==> config.mk <==
export PLATFORM = sky130hd
export DESIGN_NAME = bf_output_uart
export DESIGN_NICKNAME = d
export VERILOG_FILES = /design/src/rtl/bf_pkg.sv /design/src/rtl/bf_out_fifo.sv /design/src/rtl/bf_output_uart.sv
export SDC_FILE = /design/constraint.sdc
export NUM_CORES = 1
export LEC_CHECK = 0
export CAP_MARGIN = 25
export CORE_MARGIN = 5
export CORE_UTILIZATION = 52
export CTS_CLUSTER_SIZE = 30
export DETAILED_ROUTE_END_ITERATION = 12
export GPL_ROUTABILITY_DRIVEN = 0
export GPL_TIMING_DRIVEN = 0
export MAX_ROUTING_LAYER = met4
export PLACE_DENSITY = 0.71
export SYNTH_ARGS = -nofsm -noshare
export SYNTH_HDL_FRONTEND = slang
export SYNTH_SLANG_ARGS = --single-unit
export TNS_END_PERCENT = 50
==> constraint.sdc <==
create_clock -name clk -period 2.83 [get_ports clk]
set_input_delay 0.283 -clock clk [delete_from_list [all_inputs] [get_ports clk]]
set_output_delay 0.283 -clock clk [all_outputs]
set_load 0.02 [all_outputs]
==> src/rtl/bf_pkg.sv <==
// Shared definitions for the BF machine: command opcodes, output UART state type, line levels.
package bf_pkg;

    localparam logic [2:0] OP_INC   = 3'b000;
    localparam logic [2:0] OP_DEC   = 3'b001;
    localparam logic [2:0] OP_RIGHT = 3'b010;
    localparam logic [2:0] OP_LEFT  = 3'b011;
    localparam logic [2:0] OP_LOOP  = 3'b100;
    localparam logic [2:0] OP_END   = 3'b101;
    localparam logic [2:0] OP_DOT   = 3'b110;
    localparam logic [2:0] OP_COMMA = 3'b111;

    localparam logic UART_IDLE_LVL = 1'b1;

    typedef enum logic [2:0] {
        TX_IDLE,
        TX_START,
        TX_DATA,
        TX_PARITY,
        TX_STOP
    } tx_state_t;

    function automatic logic even_parity(input logic [7:0] b);
        return ^b;
    endfunction

endpackage

==> src/rtl/bf_out_fifo.sv <==
// Small synchronous FIFO buffering output bytes between the controller and the UART transmitter.
module bf_out_fifo
    import bf_pkg::*;
#(
    parameter int unsigned DEPTH  = 4,
    parameter int unsigned DATA_W = 8
) (
    input  logic                        clk,
    input  logic                        resetn,
    input  logic                        push,
    input  logic                        pop,
    input  logic [DATA_W-1:0]           din,
    output logic [DATA_W-1:0]           dout,
    output logic [$clog2(DEPTH):0]      count,
    output logic                        full,
    output logic                        empty
);

    localparam int unsigned AW = $clog2(DEPTH);
    localparam int unsigned CW = AW + 1;
    localparam logic [CW-1:0] FULL_CNT = CW'(DEPTH);

    logic [DATA_W-1:0] mem [DEPTH];
    logic [AW-1:0]     wr_ptr;
    logic [AW-1:0]     rd_ptr;
    logic              do_push;
    logic              do_pop;

    // A full FIFO refuses a push even when a pop frees a slot in the same cycle.
    assign do_push = push && !full;
    assign do_pop  = pop && !empty;

    always_ff @(posedge clk or negedge resetn) begin
        if (!resetn) begin
            wr_ptr <= '0;
            rd_ptr <= '0;
            count  <= '0;
        end else begin
            if (do_push) wr_ptr <= wr_ptr + 1'b1;
            if (do_pop)  rd_ptr <= rd_ptr + 1'b1;
            case ({do_push, do_pop})
                2'b10:   count <= count + 1'b1;
                2'b01:   count <= count - 1'b1;
                default: ;
            endcase
        end
    end

    always_ff @(posedge clk) begin
        if (do_push) mem[wr_ptr] <= din;
    end

    assign dout  = mem[rd_ptr];
    assign full  = (count == FULL_CNT);
    assign empty = (count == '0);

endmodule

==> src/rtl/bf_output_uart.sv <==
// BF output stage: buffers '.' bytes and sends them as UART frames (8N1, or 8E1 when BF_OUT_PARITY_EN is defined).
module bf_output_uart
    import bf_pkg::*;
#(
    parameter int unsigned CLK_HZ = 50_000_000,
    parameter int unsigned BAUD   = 115_200,
    parameter int unsigned DEPTH  = 4,
    parameter int unsigned DATA_W = 8
) (
    input  logic              clk,
    input  logic              resetn,
    input  logic              ld_out,
    input  logic [DATA_W-1:0] dout,
    output logic              out_full,
    output logic              tx,
    output logic              tx_busy,
    output logic              overflow
);

    localparam int unsigned DIV = CLK_HZ / BAUD;
    localparam int unsigned BW  = $clog2(DIV + 1);
    localparam logic [BW-1:0] BAUD_LAST = BW'(DIV - 1);

    tx_state_t              state;
    logic [BW-1:0]          baud_cnt;
    logic [2:0]             bit_idx;
    logic [DATA_W-1:0]      shreg;
    logic [DATA_W-1:0]      fifo_q;
    logic [$clog2(DEPTH):0] fifo_count;
    logic                   fifo_full;
    logic                   fifo_empty;
    logic                   has_data;
    logic                   baud_last;
    logic                   pop;

    bf_out_fifo #(
        .DEPTH  (DEPTH),
        .DATA_W (DATA_W)
    ) u_fifo (
        .clk    (clk),
        .resetn (resetn),
        .push   (ld_out),
        .pop    (pop),
        .din    (dout),
        .dout   (fifo_q),
        .count  (fifo_count),
        .full   (fifo_full),
        .empty  (fifo_empty)
    );

    assign has_data  = (fifo_count != '0);
    assign baud_last = (baud_cnt == BAUD_LAST);
    // Frames chain from STOP straight into START, so a pop is taken there as well as from IDLE.
    assign pop = has_data && ((state == TX_IDLE) || (state == TX_STOP && baud_last));

    assign out_full = fifo_full;
    assign tx_busy  = (state != TX_IDLE) || !fifo_empty;

    // tx is registered from the current state, so the line trails the state register by one cycle.
    always_ff @(posedge clk or negedge resetn) begin
        if (!resetn) begin
            state    <= TX_IDLE;
            baud_cnt <= '0;
            bit_idx  <= '0;
            shreg    <= '0;
            tx       <= UART_IDLE_LVL;
            overflow <= 1'b0;
        end else begin
            if (ld_out && fifo_full) overflow <= 1'b1;

            baud_cnt <= (state == TX_IDLE || baud_last) ? '0 : baud_cnt + 1'b1;

            case (state)
                TX_IDLE: begin
                    tx <= UART_IDLE_LVL;
                    if (pop) begin
                        state <= TX_START;
                        shreg <= fifo_q;
                    end
                end
                TX_START: begin
                    tx <= 1'b0;
                    if (baud_last) begin
                        state   <= TX_DATA;
                        bit_idx <= '0;
                    end
                end
                TX_DATA: begin
                    tx <= shreg[bit_idx];
                    if (baud_last) begin
                        bit_idx <= bit_idx + 1'b1;
                        if (bit_idx == 3'd7) begin
`ifdef BF_OUT_PARITY_EN
                            state <= TX_PARITY;
`else
                            state <= TX_STOP;
`endif
                        end
                    end
                end
                TX_PARITY: begin
                    tx <= even_parity(shreg);
                    if (baud_last) state <= TX_STOP;
                end
                TX_STOP: begin
                    tx <= UART_IDLE_LVL;
                    if (baud_last) begin
                        if (pop) begin
                            state <= TX_START;
                            shreg <= fifo_q;
                        end else begin
                            state <= TX_IDLE;
                        end
                    end
                end
                default: state <= TX_IDLE;
            endcase
        end
    end

endmodule
==> flow_summary.yaml <==
global_routing:
  grt_first_pass_wirelength_um: 8050
  first_global_vias: 1694
  grt_max_degree: 22
  antenna_found_initial: 0
  global_route.overflow_total: 0
  groute.usage.overall_pct: 15.3
yosys:
  synth_area_per_cell_um2: 14.9
  synth.ff_latch_count: 64
  synth_warnings: 0
  synth-edff-count: 32
  synth_top_area_share_pct: 32.9
  synthesis.nets: 217
  synthDominantAreaCellType: "edfxtp_1"
  netlist_area_before_placement_um2: 2920
  synth_top_flop_cell: "edfxtp_1"
  netlist_top_cells_area: "edfxtp_1, dfrtp_1, mux4_2"
  proportion_of_synthesized_chip_area_in_sequential_cells_pct: 60.4
  synth_async_sr_flop_share_pct: 50.0
  yosys.cell_types.count: 44
  synthCells: 196
  most_instantiated_library_cell_after_synthesis: "edfxtp_1"
  ys_top_cells_by_count: "edfxtp_1, dfrtp_1, nor2_1, xnor2_1, inv_1"
pwr:
  power.leakage_nw: 1.35
  p_per_area_nw_per_um2: 816
  ir_drop_uv: 548
  post-layout-total-power_w: 0.00279
cts:
  cts_setup_buffers: 0
  clock_insertion_delay_worst_skew_ps: 350
  tritoncts_num_sinks: 64
  numCtsBuffers: 9
  cts.root.buffer_cell: "clkbuf_8"
  path_clk_slew_ps: 80
  htree_num_levels: 3
  cts-root-to-sink-buffers: 2
  post_cts_hold_buffer_count: 0
  tritoncts_clock_tree: "yes"
  post_cts.resized_instances: 0
cells_and_area:
  antenna_cells_inserted: 0
  layout-drive-gt1-share_pct: 19.8
  syn2layout_area_growth_pct: 16.9
  total_area_of_multi_input_combinational_cells_um2: 1100
  fill_cells: 425
  register_area_um2: 1760
  finalNetCount: 243
drt:
  avgViaCountPerCell: 5.40
  dr_total_vias: 1615
  drc: 0
  detail_route.wirelength_um: 4840
  drt_pre_antenna_iters: 4
  number_of_nets_with_antenna_violations_after_routing: 0
  wl_per_cell_um: 16.2
  drt_first_iter_violations: 78
setup_path:
  worstReg2RegStart: "baud_cnt[1]$_DFF_PN0_"
  crit_buf_inv: 3
  endpoint_kind: "flop"
  critical-path-top-cell-by-count: "inv_1"
  criticalPathCategory: "reg2reg"
  timing.critical_path.cells: "inv_1, ha_1, nand4b_1, o21ai_4, nand2_4, inv_1, ha_1, inv_1, fa_1, xor2_1, nor2_1, xor2_1"
  crit_path_top_delay_cell: "dfrtp_1"
  cp-start-kind: "flop"
  cp.arrival_ps: 2810
  worst_setup_path_endpoint: "u_fifo.count[2]$_DFFE_PN0P_"
  worstSetupPathDepth: 12
  cp_max_fo: 10
  timing.reg2reg.setup_slack_ps: 280
  cp_top_family: "adder cells"
  critPathLaunch: "baud_cnt[1]$_DFF_PN0_"
  rr_worst_depth: 12
  rr_endpoint: "u_fifo.count[2]$_DFFE_PN0P_"
  cp_slowest_stage_delay_ps: 400
  worst-endpoint-required_ps: 3080
floorplanning:
  die_width_um: 84.9
  start_util_pct: 53.4
  std_cell_rows: 27
  die_height_um: 84.9
  num_io_pins: 15
  core_area_um2: 5470
  dieArea_um2: 7210
timing:
  unrepaired_setup_endpoints_after_global_routing: "no"
  slew_headroom_pct: 60.7
  finalHoldViolCount: 0
  setup_tns_ps: 0
  fin_worst_skew_ps: 9.35
  setup-violations-final: 0
  report.final.slew_viol_count: 0
  clock.fmax_ghz: 0.392
  finalCriticalPeriod_ps: 2550
  tightest_slew_ps: 587
  post-route-period-util_pct: 90.2
place:
  dp.final_hpwl_um: 3460
  port_buffers: 14
run_status:
  status: "finished clean"
job:
  maxCapViolCount: 0
hold_path:
  holdCritPathClass: "in2async"
==> layer usage <==
metal	global-route usage, %	up-vias	share of wire [%]
li1	-	772	-
met1	16.8	801	40
met2	25.1	29	53
met3	3.40	13	3.2
met4	9.93	0	3.1
met5	-	-	0
==> cell families (layout without fill, tap and decap cells) <==
logic type	count (synthesis)	in the layout	synth area share [%]
AOI/OAI and AO/OA	20	20	5.14
xor gates and xnor gates	18	18	5.40
adders and majority gates	10	10	4.54
buffers and inverters	15	46	2.01
DFF	64	64	60.4
muxes	21	21	13.1
and+or+nand+nor	48	48	9.47
==> per-stage QoR <==
stage	hold slack [ps]	cells	cell area [um^2]	util [%]	setup WS (ps)
6_report	300	299	3410	62.4	278
5_1_grt	343	299	3410	62.4	88.4
4_1_cts	311	299	3410	62.4	241
3_5_place_dp	459	283	3170	57.8	266
3_3_place_gp	436	282	3150	57.6	465
2_1_floorplan	-12.6	196	2920	-	640
==> layout make-up <==
class / instances / share of cell area (%)
sequential: 64 / 51.6
inverter: 10 / 1.10
clock buffer: 9 / 3.63
timing repair buffer: 15 / 4.54
buffer: 5 / 0.623
multi-input combinational: 117 / 32.2
clock inverter: 7 / 3.66
tap: 72 / 2.64
==> where the power goes <==
group | internal (W) | leakage, nW | switching (W) | total (W)
combinational | 0.000244 | 0.546 | 0.000254 | 0.000499
sequential | 0.00118 | 0.683 | 0.000123 | 0.00131
clock | 0.000595 | 0.125 | 0.000386 | 0.000981
==> worst min path at each step <==
stage / from / to / slack [ps]
4_1_cts: resetn / u_fifo.rd_ptr[1]$_DFFE_PN0P_ / 310
3_5_place_dp: overflow$_DFFE_PN0P_ / overflow$_DFFE_PN0P_ / 460
5_1_grt: resetn / u_fifo.rd_ptr[0]$_DFFE_PN0P_ / 340
2_1_floorplan: resetn / baud_cnt[0]$_DFF_PN0_ / -10
3_3_place_gp: overflow$_DFFE_PN0P_ / overflow$_DFFE_PN0P_ / 440
6_report: resetn / u_fifo.rd_ptr[1]$_DFFE_PN0P_ / 300
==> layout by cell type, fill, tap and decap left out, types with 2 or more instances in the layout <==
cell type,Yosys,final
a21o_1,2,2
a21oi_1,2,2
a22o_1,2,2
and2_1,4,4
and3_1,2,2
buf_2,2,2
bufinv_16,0,3
clkbuf_1,2,2
clkbuf_8,0,9
clkdlybuf4s50_1,0,14
dfrtp_1,31,31
edfxtp_1,32,32
ha_1,9,9
inv_1,10,10
inv_6,0,3
mux2_2,2,2
mux2_4,8,8
mux4_2,9,9
nand2_1,6,6
nand3_1,7,7
nand4_1,2,2
nor2_1,13,13
nor3_1,5,5
o21ai_0,5,5
or3_1,2,2
xnor2_1,13,13
xor2_1,5,5
==> registers in the layout (all words and copies together), names as in the netlist <==
register and cells:
baud_cnt 9, bit_idx 3, overflow 1, shreg 8
state 3, tx 1, u_fifo.count 3, u_fifo.mem 32
u_fifo.rd_ptr 2, u_fifo.wr_ptr 2
Note: power is estimated with default switching activity, not from simulation.
==> edit 1 (same settings) <==
The option `BF_OUT_PARITY_EN` is turned on by a define.
--- a/src/rtl/bf_output_uart.sv
+++ b/src/rtl/bf_output_uart.sv
@@ -1,2 +1,4 @@
 // BF output stage: buffers '.' bytes and sends them as UART frames (8N1, or 8E1 when BF_OUT_PARITY_EN is defined).
+`define BF_OUT_PARITY_EN
+
 module bf_output_uart
Function: same outputs for any inputs over 10 cycles, from zero or initial values and one cycle with resetn low; that may be too few to reach the edited logic, so the function may still have changed.
==> edit 1 against the unedited design <==
Area after synthesis fell by 0.94%; sequential cell count stayed put; highest routed layer unchanged; routed wire length down 8.1%; sequential share of layout area grew 1.2 points; the run now ends with negative hold slack left; power rose by 15%; largest power group unchanged; count of clock-buffer cells in the layout stayed put; worst setup slack worse by 0.070 ns; first-iteration DRC count rose by 36%; final area fell by 2.2%.
==> edit 1: results (changes against the unedited design) <==
Post-route ant nets -> 0 (unchanged)
Final WL -> 4.45 mm (was 4.84 mm)
Hold Vio Cnt, Final -> 7 (was 0)
Num CTS Buffers -> 9 (unchanged)
Multiplexer share of the synthesized area -> 13.4% (was 13.1%)
# nets final -> 242 (was 243)
R2R cell count -> 13 (was 12)
Share of layout cells above drive strength 1 -> 19.5% (was 19.8%)
Relative slew slack -> 52.2% (was 60.7%)
Dpl cells -> 282 (was 283)
Failing checks -> negative hold slack
Reg2Reg Capture Point -> u_fifo.count[2] (unchanged)
Seq/Total Area, Yosys -> 60.9% (was 60.4%)
Compound-gate portion of the synthesized area -> 3.46% (was 5.14%)
Fin Clk Skew -> 0.00557 ns (was 0.00935 ns)
VDD IR max -> 0.472 mV (was 0.548 mV)
R2r setup slk -> 0.21 ns (was 0.28 ns)
First DRT Iteration DRCs -> 106 (was 78)
P_leak -> 0.00133 µW (was 0.00135 µW)
CTS root buffer -> clkbuf_8 (unchanged)
Adder-Cell Fraction of Synth Area -> 4.58% (was 4.54%)
Hpwl dp -> 2.95 mm (was 3.46 mm)
Largest net degree at the start of global routing -> 33 (was 22)
GR Util met1 -> 18.7% (was 16.8%)
Clk_lat worst skew -> 0.34 ns
Met2 Usage GRT -> 21.6% (was 25.1%)
Leading registers by flop count -> u_fifo.mem (32), baud_cnt (9), shreg (8) (unchanged)
Most instantiated cells after synthesis -> edfxtp_1, dfrtp_1, xnor2_1, nor2_1, inv_1 (was edfxtp_1, dfrtp_1, nor2_1, xnor2_1, inv_1)
XOR/XNOR share of the synthesized area -> 6.36% (was 5.40%)
Status -> complete, but fails checks (was complete, no violations)
Met3 Wirelength -> 139 µm (was 156 µm)
Largest cells by area after synthesis -> edfxtp_1, dfrtp_1, mux4_2 (unchanged)
Gr usage total -> 14.7% (was 15.3%)
Worst hold margin -> -0.0150 ns (was 0.300 ns)
Met2 Wirelength -> 2.09 mm (was 2.57 mm)
CTS Buffer Depth -> 2 (unchanged)
# port buffers -> 14 (unchanged)
Clock transition at the registers of the reported paths -> 0.07 ns
Unique masters post-synth -> 43 (was 44)
M1 wire length -> 2.09 mm (was 1.96 mm)
Met3 usage -> 3.63% (was 3.40%)
Via density -> 5.26 (was 5.40)
First-pass GRT wire length -> 7.83 mm (was 8.05 mm)
WP data arrival -> 2.89 ns (was 2.81 ns)
Number of flops mapped to enable cells by yosys -> 32 (unchanged)
Non-filler cells, final -> 298 (was 299)
Syn Area/Cell -> 14.8 µm² (was 14.9 µm²)
==> edit 1: metrics by stage <==
| step | total power [µW] | cell area [µm²] | worst slack [ns] |
|---|---|---|---|
| after detailed placement | 2380 | 3120 | 0.214 |
| after floorplan | 2150 | 2890 | 0.391 |
| final | 3210 | 3340 | 0.208 |
| after global placement | 2340 | 3120 | 0.244 |
| after CTS | 3250 | 3340 | 0.193 |
| after global routing | 3420 | 3340 | 0.00260 |
==> edit 1: worst max path at each step <==
stage,startpoint,to,slack [ns],cells after the start
floorplan,baud_cnt[1],u_fifo.count[2],0.39,13
global placement,baud_cnt[1],u_fifo.count[2],0.24,13
detailed placement,baud_cnt[1],u_fifo.count[2],0.21,13
CTS,baud_cnt[1],u_fifo.count[2],0.19,13
global route,baud_cnt[1],u_fifo.count[2],0.003,13
finish,baud_cnt[1],u_fifo.count[2],0.21,13
==> edit 1: kinds of logic (layout without fill, tap and decap cells) <==
family,after synthesis,after routing
xor+xnor,21,21
mux,22,22
flops,64,64
buf+inv,17,47
simple gates,48,48
fa+ha+maj,10,10
compound gates,14,14
==> edit 1: critical path, stage by stage (launching register included) <==
cell and delay (ns):
dfrtp_1 0.41, inv_1 0.07, ha_1 0.13, and4b_1 0.25, nand2_2 0.11, a211o_1 0.34, buf_6 0.17, inv_1 0.06
ha_1 0.17, inv_1 0.06, fa_1 0.38, xor2_1 0.15, nor2_1 0.11, xor2_1 0.14
==> edit 1: cell type report <==
class / count / area, µm²
sequential: 64 / 1760
timing repair buffer: 14 / 135
fill: 430 / 2130
inverter: 10 / 37.5
buffer: 7 / 37.5
clock inverter: 7 / 96.3
multi-input combinational: 115 / 1050
clock buffer: 9 / 124
tap: 72 / 90.1
==> edit 1: report_power, final <==
part	internal [µW]	switching, µW
Clock	497	369
Sequential	1250	169
Combinational	518	407
==> edit 2 (config.mk and constraints unchanged) <==
Without the edit above. Re-encode `tx_state_t` (5 states) as Gray code, 3 bits wide.
--- a/src/rtl/bf_pkg.sv
+++ b/src/rtl/bf_pkg.sv
@@ -15,7 +15,7 @@
     typedef enum logic [2:0] {
-        TX_IDLE,
-        TX_START,
-        TX_DATA,
-        TX_PARITY,
-        TX_STOP
+        TX_IDLE   = 3'b000,
+        TX_START  = 3'b001,
+        TX_DATA   = 3'b011,
+        TX_PARITY = 3'b010,
+        TX_STOP   = 3'b110
     } tx_state_t;
Function: same outputs for any inputs over 10 cycles, from zero or initial values and one cycle with resetn low; not proved beyond that.
==> edit 2 against the unedited design <==
The flow now finishes with violations (negative hold slack); sequential cell count stayed put; maximum frequency down 2.0%; worst setup slack worse by 0.053 ns; sequential share of layout area increased by 0.89 points; routed wire length decreased by 10%; utilization down 1.1 points; non-clock buffer count unchanged; area after synthesis fell by 0.51%; final area fell by 1.7%; global-route usage fell by 0.81 points; critical path depth rose by 1; power fell by 5.5%; critical path type unchanged; critical endpoint unchanged; highest routed layer unchanged.
==> edit 2: results (changes against the unedited design) <==
Leading registers by flop count -> u_fifo.mem (32), baud_cnt (9), shreg (8) (unchanged)
Gr usage total -> 14.5% (was 15.3%)
Number of flops mapped to enable cells by yosys -> 32 (unchanged)
Seq/Total Area, Yosys -> 60.7% (was 60.4%)
Compound-gate portion of the synthesized area -> 3.27% (was 5.14%)
Unique masters post-synth -> 38 (was 44)
# diodes -> 0 (unchanged)
Hpwl dp -> 2.97 mm (was 3.46 mm)
Post-Place Cell Area -> 3130 µm² (was 3170 µm²)
Multiplexer share of the synthesized area -> 12.8% (was 13.1%)
Worst hold margin -> -0.00592 ns (was 0.300 ns)
Largest cells by area after synthesis -> edfxtp_1, dfrtp_1, mux4_2 (unchanged)
Net Count, Synth -> 218 (was 217)
XOR/XNOR share of the synthesized area -> 6.33% (was 5.40%)
Via density -> 5.05 (was 5.40)
CTS root buffer -> clkbuf_8 (unchanged)
CTS Buffer Depth -> 2 (unchanged)
VDD IR max -> 0.556 mV (was 0.548 mV)
Hold Path Class -> input pin to async pin (unchanged)
Vias in the first global route -> 1,582 (was 1,694)
Clk_lat worst skew -> 0.34 ns
Hold Vio Cnt, Final -> 7 (was 0)
WP data arrival -> 2.86 ns (was 2.81 ns)
# port buffers -> 14 (unchanged)
Share of layout cells above drive strength 1 -> 19.8% (unchanged)
Num CTS Buffers -> 9 (unchanged)
Status -> complete, but fails checks (was complete, no violations)
P_leak -> 0.00139 µW (was 0.00135 µW)
Postcts setup bufs -> 0 (unchanged)
Dpl cells -> 283 (unchanged)
R2R cell count -> 13 (was 12)
Vias -> 1,511 (was 1,615)
Async set-or-reset flop fraction in the synthesized netlist -> 50.0% (unchanged)
Fill cell count -> 442 (was 425)
Worst-Margin Slew -> 0.717 ns (was 0.587 ns)
Largest net degree at the start of global routing -> 33 (was 22)
# nets final -> 243 (unchanged)
Clock transition at the registers of the reported paths -> 0.08 ns (about the same)
Failing checks -> negative hold slack
First-pass GRT wire length -> 7.74 mm (was 8.05 mm)
Fin Clk Skew -> 0.0108 ns (was 0.00935 ns)
Adder-Cell Fraction of Synth Area -> 4.57% (was 4.54%)
Syn Area/Cell -> 14.7 µm² (was 14.9 µm²)
Most instantiated cells after synthesis -> edfxtp_1, dfrtp_1, nor2_1, inv_1, xnor2_1 (was edfxtp_1, dfrtp_1, nor2_1, xnor2_1, inv_1)
1st-pass router iterations -> 4 (unchanged)
Final WL -> 4.33 mm (was 4.84 mm)
First DRT Iteration DRCs -> 45 (was 78)
CP Max Fanout -> 10 (unchanged)
Resize count post-CTS -> 0 (unchanged)
-- edit 2: critical path: stages (launching register included) --
cell      delay (ns)
dfrtp_1         0.41
inv_1           0.07
ha_1            0.15
nand4b_1        0.22
nor4_4          0.31
o21ai_2         0.11
buf_6           0.17
inv_1           0.06
ha_1            0.18
inv_1           0.06
fa_1            0.37
xor2_1          0.15
nor2_1          0.11
xor2_1          0.14
-- edit 2: per-stage QoR --
step | power (µW) | worst slack [ns] | hold WS, ns | util (%)
global placement | 1760 | 0.304 | 0.441 | 57.3
floorplan | 1630 | 0.450 | -0.0126 | -
global route | 2800 | 0.0367 | 0.0548 | 61.3
CTS | 2670 | 0.210 | 0.0170 | 61.3
detailed placement | 1780 | 0.247 | 0.392 | 57.2
finish | 2630 | 0.225 | -0.00592 | 61.3
-- edit 2: worst paths after layout --
path | start | end | slack (ns)
setup / recovery | baud_cnt[1] | u_fifo.count[2] | 0.23
hold / removal | resetn | baud_cnt[5] | -0.006
setup reg to reg | baud_cnt[1] | u_fifo.count[2] | 0.23
hold reg to reg | overflow | overflow | 0.46
max in group asynchronous | resetn | state[1] | 2.37
min in group clk | overflow | overflow | 0.46
-- edit 2: layer usage --
metal,up-vias,share of wire (%),GRT usage (%)
met1,733,47,18.8
met3,6,3.6,4.22
met5,-,0,-
met4,0,1.2,6.04
li1,752,-,-
met2,20,48,21.5
-- edit 2: power breakdown --
part | leakage (µW) | internal (µW) | switching, µW
Sequential | 0.000683 | 1180 | 110
Combinational | 0.000600 | 222 | 245
Clock | 0.000110 | 505 | 375
Total | 0.00139 | 1900 | 730
-- edit 2: layout make-up --
class | count | area [µm²] | share of cell area, %
plain buffers | 6 | 47.5 | 1.42
flip-flops and latches | 64 | 1760 | 52.5
inverters | 14 | 52.6 | 1.57
multi-input cells | 113 | 1040 | 31.0
repair buffers | 14 | 135 | 4.03
clock buffers | 9 | 124 | 3.69
clock inverters | 7 | 103 | 3.06
well taps | 72 | 90.1 | 2.68
-- edit 2: logic make-up after synthesis --
logic type                 Yosys count
DFF                                 64
muxes                               21
adders and majority gates           10
xor gates and xnor gates            21
AOI/OAI and AO/OA                   15
and+or+nand+nor                     46
buffers and inverters               20
